**src/rtl/camera_pkg.sv**
```systemverilog
// Shared types and constants for the camera frame writer: FSM encoding, pixel width, frame size.
package camera_pkg;

    typedef enum logic [1:0] {
        ST_IDLE = 2'd0,
        ST_REQ  = 2'd1,
        ST_DATA = 2'd2,
        ST_NEXT = 2'd3
    } state_e;

    localparam int PIX_W     = 16;
    localparam int H_RES_DEF = 640;
    localparam int V_RES_DEF = 480;
    localparam int PIX_CNT_W = 19;
    localparam int CNT_W     = 10;

    function automatic int frame_pix(input int h, input int v);
        return h * v;
    endfunction

    localparam int FRAME_PIX = frame_pix(H_RES_DEF, V_RES_DEF);

endpackage

```
**src/rtl/fifo_skid_buffer.sv**
```systemverilog
// 2-entry skid buffer behind a 1-cycle-latency FIFO read; arriving words bypass straight to the output.
// Output holds while out_rdy is low; the caller must throttle pops using count.
module fifo_skid_buffer
    import camera_pkg::*;
(
    input  logic             clk_100,
    input  logic             rst_n,
    input  logic             in_vld,
    input  logic [PIX_W-1:0] in_dat,
    output logic             out_vld,
    output logic [PIX_W-1:0] out_dat,
    input  logic             out_rdy,
    output logic [1:0]       count
);

    logic [PIX_W-1:0] e0_q, e0_d, e1_q, e1_d;
    logic [1:0]       cnt_q, cnt_d;
    logic             pop;

    assign count = cnt_q;

    always_comb begin
        out_vld = (cnt_q != 2'd0) || in_vld;
        out_dat = (cnt_q != 2'd0) ? e0_q : (in_vld ? in_dat : '0);
        pop     = out_vld && out_rdy;
        e0_d    = e0_q;
        e1_d    = e1_q;
        cnt_d   = cnt_q;
        case (cnt_q)
            2'd0: begin
                if (in_vld && !out_rdy) begin
                    e0_d  = in_dat;
                    cnt_d = 2'd1;
                end
            end
            2'd1: begin
                if (pop) begin
                    if (in_vld) e0_d = in_dat;
                    else        cnt_d = 2'd0;
                end else if (in_vld) begin
                    e1_d  = in_dat;
                    cnt_d = 2'd2;
                end
            end
            default: begin
                // Full: the producer never pops here, so only a drain can occur.
                if (pop) begin
                    e0_d = e1_q;
                    if (in_vld) e1_d = in_dat;
                    else        cnt_d = 2'd1;
                end
            end
        endcase
    end

    always_ff @(posedge clk_100 or negedge rst_n) begin
        if (!rst_n) begin
            e0_q  <= '0;
            e1_q  <= '0;
            cnt_q <= 2'd0;
        end else begin
            e0_q  <= e0_d;
            e1_q  <= e1_d;
            cnt_q <= cnt_d;
        end
    end

endmodule

```
**src/rtl/camera_frame_writer.sv**
```systemverilog
// Drains the camera pixel FIFO in fixed bursts into a ping-pong frame buffer; req rises 1 cycle after start,
// first word 2 cycles after ack; mem_wr_ready low holds the word and stops pops once the skid is full.
module camera_frame_writer
    import camera_pkg::*;
#(
    parameter int                H_RES     = H_RES_DEF,
    parameter int                V_RES     = V_RES_DEF,
    parameter int                BURST_LEN = 512,
    parameter int                ADDR_W    = 24,
    parameter logic [ADDR_W-1:0] BUF0_BASE = 'h000000,
    parameter logic [ADDR_W-1:0] BUF1_BASE = 'h080000,
    parameter int                OVF_LEVEL = 1020
)(
    input  logic              clk_100,
    input  logic              rst_n,
    input  logic              enable,
    input  logic [9:0]        fifo_count,
    input  logic [PIX_W-1:0]  fifo_dout,
    output logic              fifo_rd_en,
    output logic              mem_wr_req,
    output logic [ADDR_W-1:0] mem_wr_addr,
    input  logic              mem_wr_ack,
    output logic [PIX_W-1:0]  mem_wr_data,
    output logic              mem_wr_valid,
    input  logic              mem_wr_ready,
    output logic              frame_done,
    output logic              front_buf,
    output logic              overflow
);

    localparam int                   FRM_PIX = frame_pix(H_RES, V_RES);
    localparam logic [PIX_CNT_W-1:0] FRM_P   = PIX_CNT_W'(FRM_PIX);
    localparam logic [PIX_CNT_W-1:0] BURST_P = PIX_CNT_W'(BURST_LEN);
    localparam logic [CNT_W-1:0]     BURST_C = CNT_W'(BURST_LEN);
    localparam logic [9:0]           OVF_C   = 10'(OVF_LEVEL);

    state_e                 state_q, state_d;
    logic [PIX_CNT_W-1:0]   pix_cnt_q, pix_cnt_d;
    logic [CNT_W-1:0]       pops_q, pops_d, xfer_q, xfer_d;
    logic                   wr_buf_q, wr_buf_d;
    logic                   front_buf_q, front_buf_d;
    logic                   frame_done_q, frame_done_d;
    logic                   overflow_q, overflow_d;
    logic                   mem_wr_req_q, mem_wr_req_d;
    logic [ADDR_W-1:0]      mem_wr_addr_q, mem_wr_addr_d;
    logic                   rd_pend_q, rd_pend_d;
    logic [1:0]             skid_cnt;
    logic                   xfer;
    logic                   frame_end;

    fifo_skid_buffer u_skid (
        .clk_100 (clk_100),
        .rst_n   (rst_n),
        .in_vld  (rd_pend_q),
        .in_dat  (fifo_dout),
        .out_vld (mem_wr_valid),
        .out_dat (mem_wr_data),
        .out_rdy (mem_wr_ready),
        .count   (skid_cnt)
    );

    // Count the in-flight pop as occupied so the skid can never be overrun.
    assign fifo_rd_en = (state_q == ST_DATA) && (pops_q < BURST_C)
                        && ((skid_cnt + {1'b0, rd_pend_q}) < 2'd2);
    assign xfer       = mem_wr_valid && mem_wr_ready;
    assign frame_end  = (pix_cnt_q + BURST_P) == FRM_P;

    assign mem_wr_req  = mem_wr_req_q;
    assign mem_wr_addr = mem_wr_addr_q;
    assign frame_done  = frame_done_q;
    assign front_buf   = front_buf_q;
    assign overflow    = overflow_q;

    always_comb begin
        state_d       = state_q;
        pix_cnt_d     = pix_cnt_q;
        pops_d        = pops_q;
        xfer_d        = xfer_q;
        wr_buf_d      = wr_buf_q;
        front_buf_d   = front_buf_q;
        frame_done_d  = 1'b0;
        overflow_d    = overflow_q || (fifo_count >= OVF_C);
        mem_wr_req_d  = mem_wr_req_q;
        mem_wr_addr_d = mem_wr_addr_q;
        rd_pend_d     = fifo_rd_en;
        case (state_q)
            ST_IDLE: begin
                if (enable && (fifo_count >= BURST_C)) begin
                    state_d       = ST_REQ;
                    mem_wr_req_d  = 1'b1;
                    mem_wr_addr_d = (wr_buf_q ? BUF1_BASE : BUF0_BASE) + ADDR_W'(pix_cnt_q);
                end
            end
            ST_REQ: begin
                if (mem_wr_ack) begin
                    state_d      = ST_DATA;
                    mem_wr_req_d = 1'b0;
                    pops_d       = '0;
                    xfer_d       = '0;
                end
            end
            ST_DATA: begin
                if (fifo_rd_en) pops_d = pops_q + 1'b1;
                if (xfer) begin
                    xfer_d = xfer_q + 1'b1;
                    if (xfer_q == BURST_C - 1'b1) begin
                        state_d      = ST_NEXT;
                        frame_done_d = frame_end;
                    end
                end
            end
            default: begin
                if (frame_end) begin
                    pix_cnt_d   = '0;
                    front_buf_d = wr_buf_q;
                    wr_buf_d    = ~wr_buf_q;
                end else begin
                    pix_cnt_d   = pix_cnt_q + BURST_P;
                end
                state_d = ST_IDLE;
            end
        endcase
    end

    always_ff @(posedge clk_100 or negedge rst_n) begin
        if (!rst_n) begin
            state_q       <= ST_IDLE;
            pix_cnt_q     <= '0;
            pops_q        <= '0;
            xfer_q        <= '0;
            wr_buf_q      <= 1'b0;
            front_buf_q   <= 1'b0;
            frame_done_q  <= 1'b0;
            overflow_q    <= 1'b0;
            mem_wr_req_q  <= 1'b0;
            mem_wr_addr_q <= '0;
            rd_pend_q     <= 1'b0;
        end else begin
            state_q       <= state_d;
            pix_cnt_q     <= pix_cnt_d;
            pops_q        <= pops_d;
            xfer_q        <= xfer_d;
            wr_buf_q      <= wr_buf_d;
            front_buf_q   <= front_buf_d;
            frame_done_q  <= frame_done_d;
            overflow_q    <= overflow_d;
            mem_wr_req_q  <= mem_wr_req_d;
            mem_wr_addr_q <= mem_wr_addr_d;
            rd_pend_q     <= rd_pend_d;
        end
    end

endmodule

```
**config.mk**
```make
export PLATFORM = sky130hd
export DESIGN_NAME = camera_frame_writer
export DESIGN_NICKNAME = d
export VERILOG_FILES = /design/src/rtl/camera_pkg.sv /design/src/rtl/fifo_skid_buffer.sv /design/src/rtl/camera_frame_writer.sv
export SDC_FILE = /design/constraint.sdc
export NUM_CORES = 1
export LEC_CHECK = 0
export ABC_CLOCK_PERIOD_IN_PS = 2200
export CAP_MARGIN = 10
export CORE_UTILIZATION = 48
export CTS_CLUSTER_SIZE = 8
export DETAILED_ROUTE_END_ITERATION = 8
export PLACE_DENSITY = 0.77
export SLEW_MARGIN = 10
export SYNTH_ARGS = -nofsm -noshare
export SYNTH_HDL_FRONTEND = slang
export SYNTH_SLANG_ARGS = --single-unit
```
**constraint.sdc**
```tcl
create_clock -name clk_100 -period 2.2 [get_ports clk_100]
set_clock_uncertainty 0.15 [all_clocks]
set_input_delay 0.44 -clock clk_100 [delete_from_list [all_inputs] [get_ports clk_100]]
set_output_delay 0.44 -clock clk_100 [all_outputs]
set_load 0.05 [all_outputs]
```
==> out/qor.txt <==
xor and xnor area share after synthesis: 4.284%
simple-gate portion of the synthesized area: 15.68%
Placed Cells incl. Taps: 605
Yosys cell types: 53
average size of a mapped cell: 9.983 um2
Num CTS Buffers: 9
pin count of the biggest net entering global routing: 36
Critical Path Start Type: flip-flop
r2r endpoint: u_skid.e1_q[9]
initial antenna violation count: 0
largest family of logic cells by synthesized area: simple AND/OR/NAND/NOR gates
CP max FO: 17
synthesized flop and latch total: 83
Leak Pwr: 2.554 nW
Crit. Startpoint: u_skid.count[1]
outcome: completed
vias: 3,415
Placed Area: 0.005423 mm2
compound-cell area share of the yosys netlist: 11.48%
commonest non-fill, non-tap cells in the layout: dfrtp_1 (81), nand2_1 (45), clkdlybuf4s50_1 (42)
drt initial violations: 117
H-tree depth: 3
minimum clock period: 2.182 ns
Post-DRT Antenna Nets: 0
Antenna diodes: 0
worst min-delay path startpoint: mem_wr_addr[12]
layout cell share with drive strength beyond 1: 29.69%
Setup TNS Final: 0 ns
RSZ-0062 raised after global routing: true
VDD IR max: 0.6824 mV
CTS Root Cell: clkbuf_8
post-layout instance area: 0.005889 mm2
most common cell after layout, fill and taps aside: dfrtp_1
EDFF count, synth: 0
final wirelength: 9.421 mm
max-cap violation count: 0
GRT Util Overall: 22.43%
multiplexer share of the synthesized area: 12.01%
CP endpoint kind: output pin
vias in the first global route: 3,531
Slew HR: 65.08%
grt ovf: 0
dpl hpwl: 6.634 mm
PnR Total Power: 0.008886 W
Layout Cells excl Fill: 630
r2r setup slk: 0.09 ns
# fillers: 622
DRC viols: 0
CP required: 1.61 ns
Seq/Total Area, Yosys: 48.38%
Reg-to-Reg Start: u_skid.count[1]
critical path class: reg2out
Buffers on Ports: 61
worst-margin pin slew: 0.5221 ns
Clock Sinks: 83
hold endpoint: mem_wr_addr[12]
gpl congestion: 0.7742
CTS tree: built
# rows: 34
final hold vios: 0
Wirelength per Cell: 14.95 um
top_reg_cell synth: dfrtp_1
period utilization: 99.19%
Die Wd: 96.57 um
Max Slew Vio Count: 0
register area: 0.002079 mm2
Max clock buf depth: 2
Die Area: 0.009326 mm2
fmax: 0.4583 GHz
Finished Core Util: 67.86%
die height: 96.57 um
I/O pin cnt: 77
first-pass GRT wire length: 15.96 mm
worst r2r path cells: 6
Clk Latency, worst-skew pair: 0.35 ns
Cells on Worst Hold Path: 2
Mapped Area: 0.004293 mm2
nets: 557
drt first pass iters: 4
crit path DAT: 1.59 ns
PwrDens: 1509 mW/mm2
Gate Count Post-Synth: 430
ys async rst share: 100.0%
HP Class: reg2reg
area of the core: 0.008678 mm2
Via-to-Cell Ratio: 5.421
area used by multi-input combinational logic: 0.002277 mm2
final setup violation count: 0
Synth Area in Adders: 2.332%
Ys Warns: 0
clk slew on worst S/H paths: 0.08 ns
starting density of the core: 49.47%
area grow syn2layout: 37.19%
[state kept, by name, summed over array words and instances, names as in the netlist]
name	cells
frame_done	1
front_buf	1
mem_wr_addr	11
mem_wr_req	1
overflow	1
pix_cnt_q	10
pops_q	10
rd_pend_q	1
state_q	2
u_skid.count	2
u_skid.e0_q	16
u_skid.e1_q	16
wr_buf_q	1
xfer_q	10
[worst max path at each step]
stage          slack [ns]  depth (start not counted)               to
2_1_floorplan       -0.13                          5   mem_wr_data[3]
3_3_place_gp        -0.14                          6   u_skid.e1_q[8]
3_5_place_dp        -0.17                          6   u_skid.e1_q[6]
4_1_cts            -0.001                          3     mem_wr_valid
5_1_grt             -0.05                          4  mem_wr_data[13]
6_report             0.02                          3     mem_wr_valid
[critical path, stage by stage (launching register included)]
cell and delay, ns:
dfrtp_2 0.45, buf_4 0.25, or3_1 0.38, buf_12 0.17
[report_power, final]
| group | internal (W) | switching (W) | leakage (nW) |
|---|---|---|---|
| combinational | 0.00244 | 0.00294 | 1.41 |
| sequential | 0.00202 | 0.000390 | 1.04 |
| clock | 0.000555 | 0.000534 | 0.0950 |
[per-stage QoR]
step           setup WS (ns)  hold WS (ns)
2_1_floorplan        -0.1291     -0.005591
3_3_place_gp         -0.1416        0.2653
3_5_place_dp         -0.1681        0.2719
4_1_cts            -0.001130        0.3405
5_1_grt             -0.04591        0.3595
6_report             0.01781        0.3353
[logic make-up after synthesis]
logic type | count (synthesis)
other cells | 1
compound gates | 79
xor+xnor | 21
mux | 47
flops | 83
fa+ha+maj | 8
buf+inv | 47
simple gates | 144
[cells in the mapped netlist, types with 2 or more instances]
master	n	area share (%)
nor3_1	2	0.23
o31ai_1	5	0.87
nor2b_1	3	0.44
a21o_1	4	0.70
a22o_1	2	0.41
clkbuf_1	15	1.3
a21oi_1	21	2.4
xor2_1	14	2.9
inv_1	10	0.87
nand4_1	8	1.2
dfrtp_1	83	48
buf_2	5	0.58
and4_1	3	0.61
and3_1	4	0.58
xnor2_1	7	1.4
mux2i_1	16	3.7
buf_4	15	2.6
a211oi_1	2	0.35
nor2_1	36	3.1
o21bai_1	3	0.52
mux2_2	29	7.6
o211ai_1	2	0.35
o21ai_0	30	3.5
nand3_1	15	1.7
nor3b_1	2	0.35
nand4b_1	2	0.41
nand2_1	59	5.2
ha_1	8	2.3
[layer usage]
metal	share of wire (%)	track usage, %	vias to the layer above	wire [um]
met5	0	0	-	0
met4	1.3	7.230	0	121
met3	3.4	5.712	12	324
met2	52	39.91	61	4934
met1	43	26.41	1700	4041
li1	-	-	1642	-
[final cells by class]
cell class | instances | area share (%)
clock inverters | 5 | 1.062
repair buffers | 102 | 19.63
clock buffers | 10 | 2.337
well taps | 108 | 2.294
inverters | 10 | 0.7011
flip-flops and latches | 83 | 35.31
multi-input cells | 312 | 38.67
[repair_timing]
item                                    4_1_cts  5_1_grt
endpoints found under the setup margin       19       44
setup buffers                                 6        3
hold endpoints to repair                     31        0
pin swaps                                     0       10
hold buffers                                  1        0
gates resized for setup                      27       18
Note: power is estimated with default switching activity, not from simulation.
